$ cat config.mk
export PLATFORM = sky130hd
export DESIGN_NAME = width_8to12_arb
export DESIGN_NICKNAME = d
export VERILOG_FILES = /design/src/rtl/width_8to12_arb.sv
export SDC_FILE = /design/constraint.sdc
export NUM_CORES = 1
export LEC_CHECK = 0
export ABC_AREA = 1
export CORE_MARGIN = 4
export CORE_UTILIZATION = 39
export CTS_CLUSTER_DIAMETER = 150
export DETAILED_ROUTE_END_ITERATION = 10
export PLACE_DENSITY = 0.7
export SKIP_CTS_REPAIR_TIMING = 1
export SYNTH_ARGS = -nofsm -noshare
export SYNTH_HDL_FRONTEND = slang
export SYNTH_SLANG_ARGS = --single-unit
$ cat constraint.sdc
create_clock -name clk -period 3.83 [get_ports clk]
set_clock_uncertainty 0.05 [all_clocks]
set_input_delay 1.149 -clock clk [delete_from_list [all_inputs] [get_ports clk]]
set_output_delay 1.149 -clock clk [all_outputs]
set_load 0.02 [all_outputs]
$ cat src/rtl/width_8to12_arb.sv
// Two-source byte arbiter feeding a shared 8-to-12 packer.
// Grants whole 3-byte groups (two 12-bit words) and alternates round-robin between groups.
module grp_counter #(
  parameter int CNT_W = 16
) (
  input  logic             clk,
  input  logic             rst,
  input  logic             inc,
  output logic [CNT_W-1:0] cnt
);
  always_ff @(posedge clk) begin
    if (rst)      cnt <= '0;
    else if (inc) cnt <= cnt + 1'b1;
  end
endmodule

module width_8to12_arb #(
  parameter int CNT_W = 16
) (
  input  logic             clk,
  input  logic             rst,
  input  logic             req0_valid,
  input  logic [7:0]       req0_data,
  output logic             req0_ready,
  input  logic             req1_valid,
  input  logic [7:0]       req1_data,
  output logic             req1_ready,
  output logic             pk_valid,
  output logic [7:0]       pk_data,
  output logic             pk_src,
  output logic             grp_done,
  output logic             busy,
  output logic [CNT_W-1:0] grp_cnt0,
  output logic [CNT_W-1:0] grp_cnt1
);
  typedef enum logic {IDLE = 1'b0, XFER = 1'b1} state_t;

  state_t     state, state_nxt;
  logic       gnt, gnt_nxt;
  logic       prio, prio_nxt;
  logic [1:0] bcnt, bcnt_nxt;
  logic [1:0] vld;
  logic [1:0][7:0] dat;
  logic       acc, last;
  logic [1:0][CNT_W-1:0] cnt;

  // Both valid -> the priority source wins; otherwise whichever is valid.
  function automatic logic pick(input logic p, input logic [1:0] v);
    return (&v) ? p : v[1];
  endfunction

  assign vld        = {req1_valid, req0_valid};
  assign dat        = {req1_data, req0_data};
  assign req0_ready = (state == XFER) && !gnt;
  assign req1_ready = (state == XFER) && gnt;
  assign busy       = (state == XFER);
  assign acc        = (state == XFER) && vld[gnt];
  assign last       = acc && (bcnt == 2'd2);

  always_ff @(posedge clk) begin
    if (rst) begin
      state <= IDLE;
      gnt   <= 1'b0;
      prio  <= 1'b0;
      bcnt  <= 2'd0;
    end else begin
      state <= state_nxt;
      gnt   <= gnt_nxt;
      prio  <= prio_nxt;
      bcnt  <= bcnt_nxt;
    end
  end

  always_comb begin
    state_nxt = state;
    gnt_nxt   = gnt;
    prio_nxt  = prio;
    bcnt_nxt  = bcnt;
    case (state)
      IDLE: begin
        if (|vld) begin
          gnt_nxt   = pick(prio, vld);
          bcnt_nxt  = 2'd0;
          state_nxt = XFER;
        end
      end
      XFER: begin
        if (last) begin
          // Re-arbitrate with the rotated priority so groups run back to back.
          prio_nxt = ~gnt;
          bcnt_nxt = 2'd0;
          if (|vld) gnt_nxt = pick(~gnt, vld);
          else      state_nxt = IDLE;
        end else if (acc) begin
          bcnt_nxt = bcnt + 2'd1;
        end
      end
      default: state_nxt = IDLE;
    endcase
  end

  always_ff @(posedge clk) begin
    if (rst) begin
      pk_valid <= 1'b0;
      pk_data  <= 8'd0;
      pk_src   <= 1'b0;
      grp_done <= 1'b0;
    end else begin
      pk_valid <= acc;
      grp_done <= last;
      if (acc) begin
        pk_data <= dat[gnt];
        pk_src  <= gnt;
      end
    end
  end

  for (genvar s = 0; s < 2; s++) begin : g_cnt
    grp_counter #(.CNT_W(CNT_W)) u_cnt (
      .clk (clk),
      .rst (rst),
      .inc (last && (gnt == 1'(s))),
      .cnt (cnt[s])
    );
  end

  assign grp_cnt0 = cnt[0];
  assign grp_cnt1 = cnt[1];
endmodule

Yosys cells after proc, flatten, opt, wreduce, memory -nomap -nowiden:

Index checks and enable logic that the tools add are counted.

* RAM bits: 0
* memory bits (read-only): 0
* bits in latches: 0
* input port bits: 20
* flip-flop bits (word level): 48
* word-level logic and storage cells: 50
* memories: 0

* add/sub/neg operators: 3
* divide/modulo/power cells: 0
* bitwise operators: 2
* shifts and indexed selects: 0
* reductions and logical operators: 12
* multiplexer cells: 17
* magnitude comparators: 1
* eq/ne operators: 5
* multiply operators: 0

Operators with widths (number)
* $add A16 B1 Y16 const B: 2
* $mux W8: 2
* $mux W1: 9
* $logic_and A1 B1 Y1: 6
* $mux W2: 3
* $reduce_and A2 Y1: 3
* $ne A2 B1 Y1 const B: 2
* $pmux W1 S2: 2
* $pmux W2 S2: 1
* $ne A3 B1 Y1 const B: 1
* $reduce_and A3 Y1: 1
* $add A2 B1 Y2 const B: 1
* $eq A2 B2 Y1 const B: 1
* $lt A1 B2 Y1 const B: 1
* $ne A2 B2 Y1 const B: 1
* $not A1 Y1: 2
* $reduce_or A2 Y1: 1
* $logic_not A1 Y1: 1

Logic depth before layout (Yosys ltp):

Gate-level depths: netlist of run 1.

* depth after elaboration: 6
* gate-level depth with buffers: 9
* depth with buffers taken out: 8

By module:

A second synthesis of run 1 with hierarchy kept.

* cells, all modules: 349
* area total of the unflattened synthesis: 2429.8 µm²

Modules (own cells, without submodules)
* grp_counter: area each 847.1 µm², times used 2, cells an instance 126, sequential area each 320.3 µm²
* width_8to12_arb: area each 735.7 µm², times used 1, cells an instance 97, sequential area each 320.3 µm²

Least setup slack after synthesis of run 1:

OpenSTA, ideal clock, no wires.

* path kind: reg2out
* from: reg state, in the netlist busy
* to: out req0_ready
* data required time: 2631 ps
* setup slack: 1673 ps
* arrival: 958 ps
* path buffers: 0
* stages on the path, launching flop included: 3
* path through: dfxtp_1 > inv_1 > nor2_1

* longest elaborated chain between the ends: 1

Ends and longest elaborated chain
* start, declared: line 38 `state_t state, state_nxt;`
* start signal, assigned: line 67 `state <= state_nxt;`
* $logic_and A1 B1 Y1: line 54 `assign req0_ready = (state == XFER) && !gnt;`
* end, declared: line 24 `output logic req0_ready,`

No other way between the ends.

Worst setup path after layout of run 1:

* from: reg gnt
* to: out req1_ready

* longest elaborated chain between the ends: 1

Ends and longest elaborated chain
* start, declared: line 39 `logic gnt, gnt_nxt;`
* start signal, assigned: line 68 `gnt <= gnt_nxt;`
* $logic_and A1 B1 Y1: line 55 `assign req1_ready = (state == XFER) && gnt;`
* end, declared: line 27 `output logic req1_ready,`

No other way between the ends.

==> impl_metrics.ini, run 1 <==
[placement]
dp_hpwl_um = 4060
place_congestion = 0.796
io_buffer_count = 65

[logic_synthesis]
synth_area_per_cell_um2 = 6.64
synthesis.instances = 348
yosys-top-cells-count = nand2_1, nor2_1, dfxtp_1
synth_top_cell_by_area = dfxtp_1
yosys_warnings = 0
yosysMostFrequentCell = nand2_1
syn-num-nets = 370
synth.area.top_cells = dfxtp_1, nand2_1, nor2_1
synth-adder-area-share_pct = 1.08
synth_top_family_by_area = simple AND/OR/NAND/NOR gates
ys_seq_area_share_pct = 41.6
synth_compound_area_share_pct = 11.8
synthSimpleGateAreaFrac_pct = 37.6
yosys.cell_types.count = 24
synth_xor_area_share_pct = 0.758
synth_mux_area_share_pct = 0
async_reset_ff_share_pct = 0
synth_top_area_share_pct = 41.6
synth_area_um2 = 2310
synth_edf_count = 0
synth_seq_cells = 48
synth_ff_type = dfxtp_1

[run_status]
status = finished, final reports clean

[grt]
grt_overflow = 0
grt_pass1_vias = 2090
track_usage_pct = 15.8
grt_start_max_net_pins = 24
grt_pass1_wl_um = 9510
antenna_found_initial = 0

[route]
avgRoutedWirePerCell_um = 11.5
drt-initial-drc-count = 117
dr.pass1.iters = 4
drc = 0
vias = 2367
routed_via_density = 4.89
detail-route-antenna-nets = 0
wl_um = 5560

[clocking]
clock_latency_ns = 0.30
cts_sinks = 48
cts_root_buffer = clkbuf_8
clockBufferDepth = 2
cts_buffers = 5
clk_pin_slew_ns = 0.08
cts_tree = yes
htree_levels = 2

[hold_path]
hold_path_class = reg2reg

[setup_path]
timing.reg2reg.setup_slack_ns = 1.55
startpoint_type = flip-flop
cp_max_fo = 15
path_class = reg2out
critPathCaptureType = output pin
critPathArrivalTime_ns = 1.86
critPathRequiredTime_ns = 2.63

[sta]
slew_headroom_pct = 58.3
setup_viol = 0
final.setup.tns_ns = 0
rsz0062_at_grt = no
maxSlewViolCount = 0
layout_min_cycle_time_ns = 3.05
post-route-period-util_pct = 79.8
fmax_mhz = 327
tightest_slew_ns = 0.625
hold_violations = 0

[floorplanning]
fp.dieH_um = 85
core_um2 = 5640
die-width_um = 85
die_area_um2 = 7230
rows = 27
start_util_pct = 41.0
ios = 66

[pwr]
power_uw = 933
cellLeakagePower_nw = 1.12
ir_drop_mv = 0.171
power_density_nw_per_um2 = 303

[finish]
fin_util_pct = 54.6
layout-drive-gt1-share_pct = 4.13
area_growth_pct = 33.3
fin_nets = 433
diodes = 0

[job]
drv_cap = 0
layer usage:
layer	GRT usage [%]	part of all wire [%]	vias up
met3	5.44	8.5	7
met4	4.32	1.3	0
li1	-	-	1250
met1	21.2	48	1042
met2	24.2	42	68
met5	0	0	-
layout by cell type (no fill, tap or decap):
cell type        instances
a21oi_1                 26
a31oi_1                  8
buf_4                    2
clkbuf_1                 2
clkbuf_8                 6
clkdlybuf4s50_1         65
clkinv_1                 1
dfxtp_1                 48
ha_1                     2
inv_1                   21
inv_2                    2
nand2_1                 96
nand2_2                  2
nand3_1                 22
nand3_2                  4
nand3b_1                 2
nand4_1                  2
nor2_1                  74
nor2_4                   1
nor3_1                   6
o211ai_1                 1
o21ai_0                 12
o21ai_1                  5
xor2_1                   2
through the flow:
| stage | instances | area, um^2 | hold slack (ns) | setup WS, ns |
|---|---|---|---|---|
| global route | 484 | 3080 | 0.451 | 0.632 |
| finish | 484 | 3080 | 0.420 | 0.775 |
| floorplan | 348 | 2310 | 0.390 | 1.67 |
| CTS | 484 | 3080 | 0.422 | 0.738 |
| global placement | 476 | 2990 | 0.407 | 0.719 |
| detailed placement | 476 | 2990 | 0.411 | 0.652 |
final timing paths:
kind | endpoint | startpoint | cells after the start
max | req1_ready | gnt | 3
min | pk_src | pk_src | 2
max reg2reg | g_cnt[1].u_cnt.cnt[6] | gnt | 7
min reg2reg | pk_src | pk_src | 2
registers in the layout, indices dropped and copies added (netlist names):
register,count
pk_valid,1
pk_data,8
g_cnt.u_cnt.cnt,32
prio,1
pk_src,1
grp_done,1
gnt,1
busy,1
bcnt,2
critical path, cell delays in order (launching register included):
cell and delay, ns:
dfxtp_1 0.73, nand2_1 0.15, inv_1 0.08, clkdlybuf4s50_1 0.60
power breakdown:
group | total, mW | internal, mW | switching (mW)
Sequential | 0.520 | 0.509 | 0.0109
Clock | 0.311 | 0.148 | 0.164
Combinational | 0.102 | 0.0490 | 0.0526
kinds of logic (layout without fill, tap and decap cells):
logic type,Yosys count,after routing
flip-flops,48,48
AO/OA/AOI/OAI,52,52
buffers and inverters,35,99
adder cells (fa/ha/maj),2,2
XOR/XNOR,2,2
AND/OR/NAND/NOR,209,209
cell type report:
| type | count | area, um^2 |
|---|---|---|
| repair buffers | 67 | 666 |
| clock buffers | 8 | 90.1 |
| flip-flops and latches | 48 | 961 |
| well taps | 72 | 90.1 |
| fillers | 559 | 2560 |
| inverters | 24 | 90.1 |
| multi-input cells | 265 | 1180 |
No activity file was read; power rests on OpenSTA's default activity.
==> inputs of run 2 (changes only) <==
--- a/config.mk
+++ b/config.mk
@@ -10,7 +10,7 @@
 export CORE_UTILIZATION = 39
 export CTS_CLUSTER_DIAMETER = 150
 export DETAILED_ROUTE_END_ITERATION = 10
-export PLACE_DENSITY = 0.7
+export PLACE_DENSITY = 0.72
 export SKIP_CTS_REPAIR_TIMING = 1
 export SYNTH_ARGS = -nofsm -noshare
 export SYNTH_HDL_FRONTEND = slang
==> constraint.sdc (replaced) <==
create_clock -name clk -period 2.6 [get_ports clk]
set_clock_uncertainty 0.05 [all_clocks]
set_input_delay 0.78 -clock clk [delete_from_list [all_inputs] [get_ports clk]]
set_output_delay 0.78 -clock clk [all_outputs]
set_load 0.02 [all_outputs]
==> run 2 against run 1 <==
Compared with the run above:
- total power increased by 48%
- setup slack got worse by 0.62 ns
- cell area increased by 0.85%
- flip-flop and latch count unchanged
- count of clock-buffer cells in the layout decreased by 2
- global-route usage decreased by 0.14 points
- first-iteration DRC count increased by 5.1%
- non-clock buffer count increased by 3
- cell count increased by 0.62%
- wire length decreased by 0.72%
- register-to-register slack got worse by 0.97 ns
- critical path type unchanged
- largest cell class unchanged
==> impl_metrics.ini, run 2 (same netlist as run 1, synthesis figures left out) <==
[finish]
fin_cells = 487
final_cell_mix = nand2_1, nor2_1, clkdlybuf4s50_1
fin_nets = 436
diodes = 0
fin_util_pct = 55.1
top_regs = g_cnt.u_cnt.cnt (32), pk_data (8), bcnt (2)
fill_cells = 561
mostFrequentLayoutCell = nand2_1
largest_register_ffs = 32
top_register = g_cnt.u_cnt.cnt
postLayoutCellArea_um2 = 3110
layout-drive-gt1-share_pct = 5.54
area_growth_pct = 34.4

[placement]
dpl_cell_area_um2 = 3010
placedCellCount = 479
io_buffer_count = 65
pre_cts_slack_ns = 0.0558
dp_hpwl_um = 4040
place_congestion = 0.832

[setup_path]
cp_max_fo = 7
worst-path-buf-inv = 2
critPathCaptureType = output pin
critPathArrivalTime_ns = 1.61
path_class = reg2out
max_stage_delay_ns = 0.60
critPathRequiredTime_ns = 1.77
crit_family = buffers and inverters
cp_slowest_cell = clkdlybuf4s50_1
startpoint_type = flip-flop
path_cells = nand2_1, inv_1, clkdlybuf4s50_1

[route]
routed_via_density = 4.87
drc = 0
detail-route-antenna-nets = 0
wl_um = 5520
vias = 2373
drt-initial-drc-count = 123
avgRoutedWirePerCell_um = 11.3
dr.pass1.iters = 5

[job]
drv_cap = 0

[sta]
hold_violations = 0
tightest_slew_ns = 0.347
setup_slack_ns = 0.158
layout_min_cycle_time_ns = 2.44
fmax_mhz = 409
post-route-period-util_pct = 93.9
maxSlewViolCount = 0
rsz0062_at_grt = no
setup_viol = 0
final.setup.tns_ns = 0
hold_ws_ns = 0.421
slew_headroom_pct = 76.8

[grt]
track_usage_pct = 15.7
antenna_found_initial = 0
grt_start_max_net_pins = 24
grt_pass1_vias = 2145
grt_pass1_wl_um = 9540
grt_overflow = 0

[clocking]
cts_tree = yes
clk_pin_slew_ns = 0.08
clock_latency_ns = 0.29
cts_buffers = 5
clockBufferDepth = 2
cts_sinks = 48
htree_levels = 2
cts_root_buffer = clkbuf_8

[floorplanning]
start_util_pct = 41.0
fp.dieH_um = 85
core_um2 = 5640
die-width_um = 85
rows = 27
die_area_um2 = 7230
ios = 66

[pwr]
ir_drop_mv = 0.272
power_density_nw_per_um2 = 444
power_mw = 1.38
cellLeakagePower_nw = 1.14

[run_status]
status = finished, final reports clean

[hold_path]
hold_path_class = reg2reg
[run 2: worst paths after layout]
kind | from | cells after the start | slack (ns) | to
worst min-delay path | pk_src | 2 | 0.42 | pk_src
worst min register to register | pk_src | 2 | 0.42 | pk_src
worst max register to register | gnt | 9 | 0.58 | g_cnt[1].u_cnt.cnt[6]
worst max-delay path | gnt | 3 | 0.16 | req1_ready
[run 2: final cells by class]
cell class                 instances  area, um^2  area share, %
multi-input combinational        265        1180           38.1
inverter                          24        90.1           2.90
clock buffer                       6        82.6           2.66
clock inverter                     2        10.0          0.322
tap                               72        90.1           2.90
timing repair buffer              70         688           22.1
sequential                        48         962           31.0
[run 2: worst register-to-register path: cells and delay by family (launching register included)]
kind                   cells  cell delay [ns]
DFF                        1             0.41
and+or+nand+nor            6             0.77
buffers and inverters      3             0.69
[run 2: metal layers]
layer / up-vias / part of all wire (%) / global-route usage, %
li1: 1248 / - / -
met1: 1048 / 48 / 20.2
met2: 68 / 44 / 25.3
met3: 9 / 6.8 / 4.27
met4: 0 / 1.4 / 5.32
met5: - / 0 / 0
[run 2: where the power goes]
group / total (mW) / internal, mW / switching (mW)
sequential: 0.763 / 0.751 / 0.0126
combinational: 0.157 / 0.0763 / 0.0811
clock: 0.458 / 0.213 / 0.245
total: 1.38 / 1.04 / 0.339
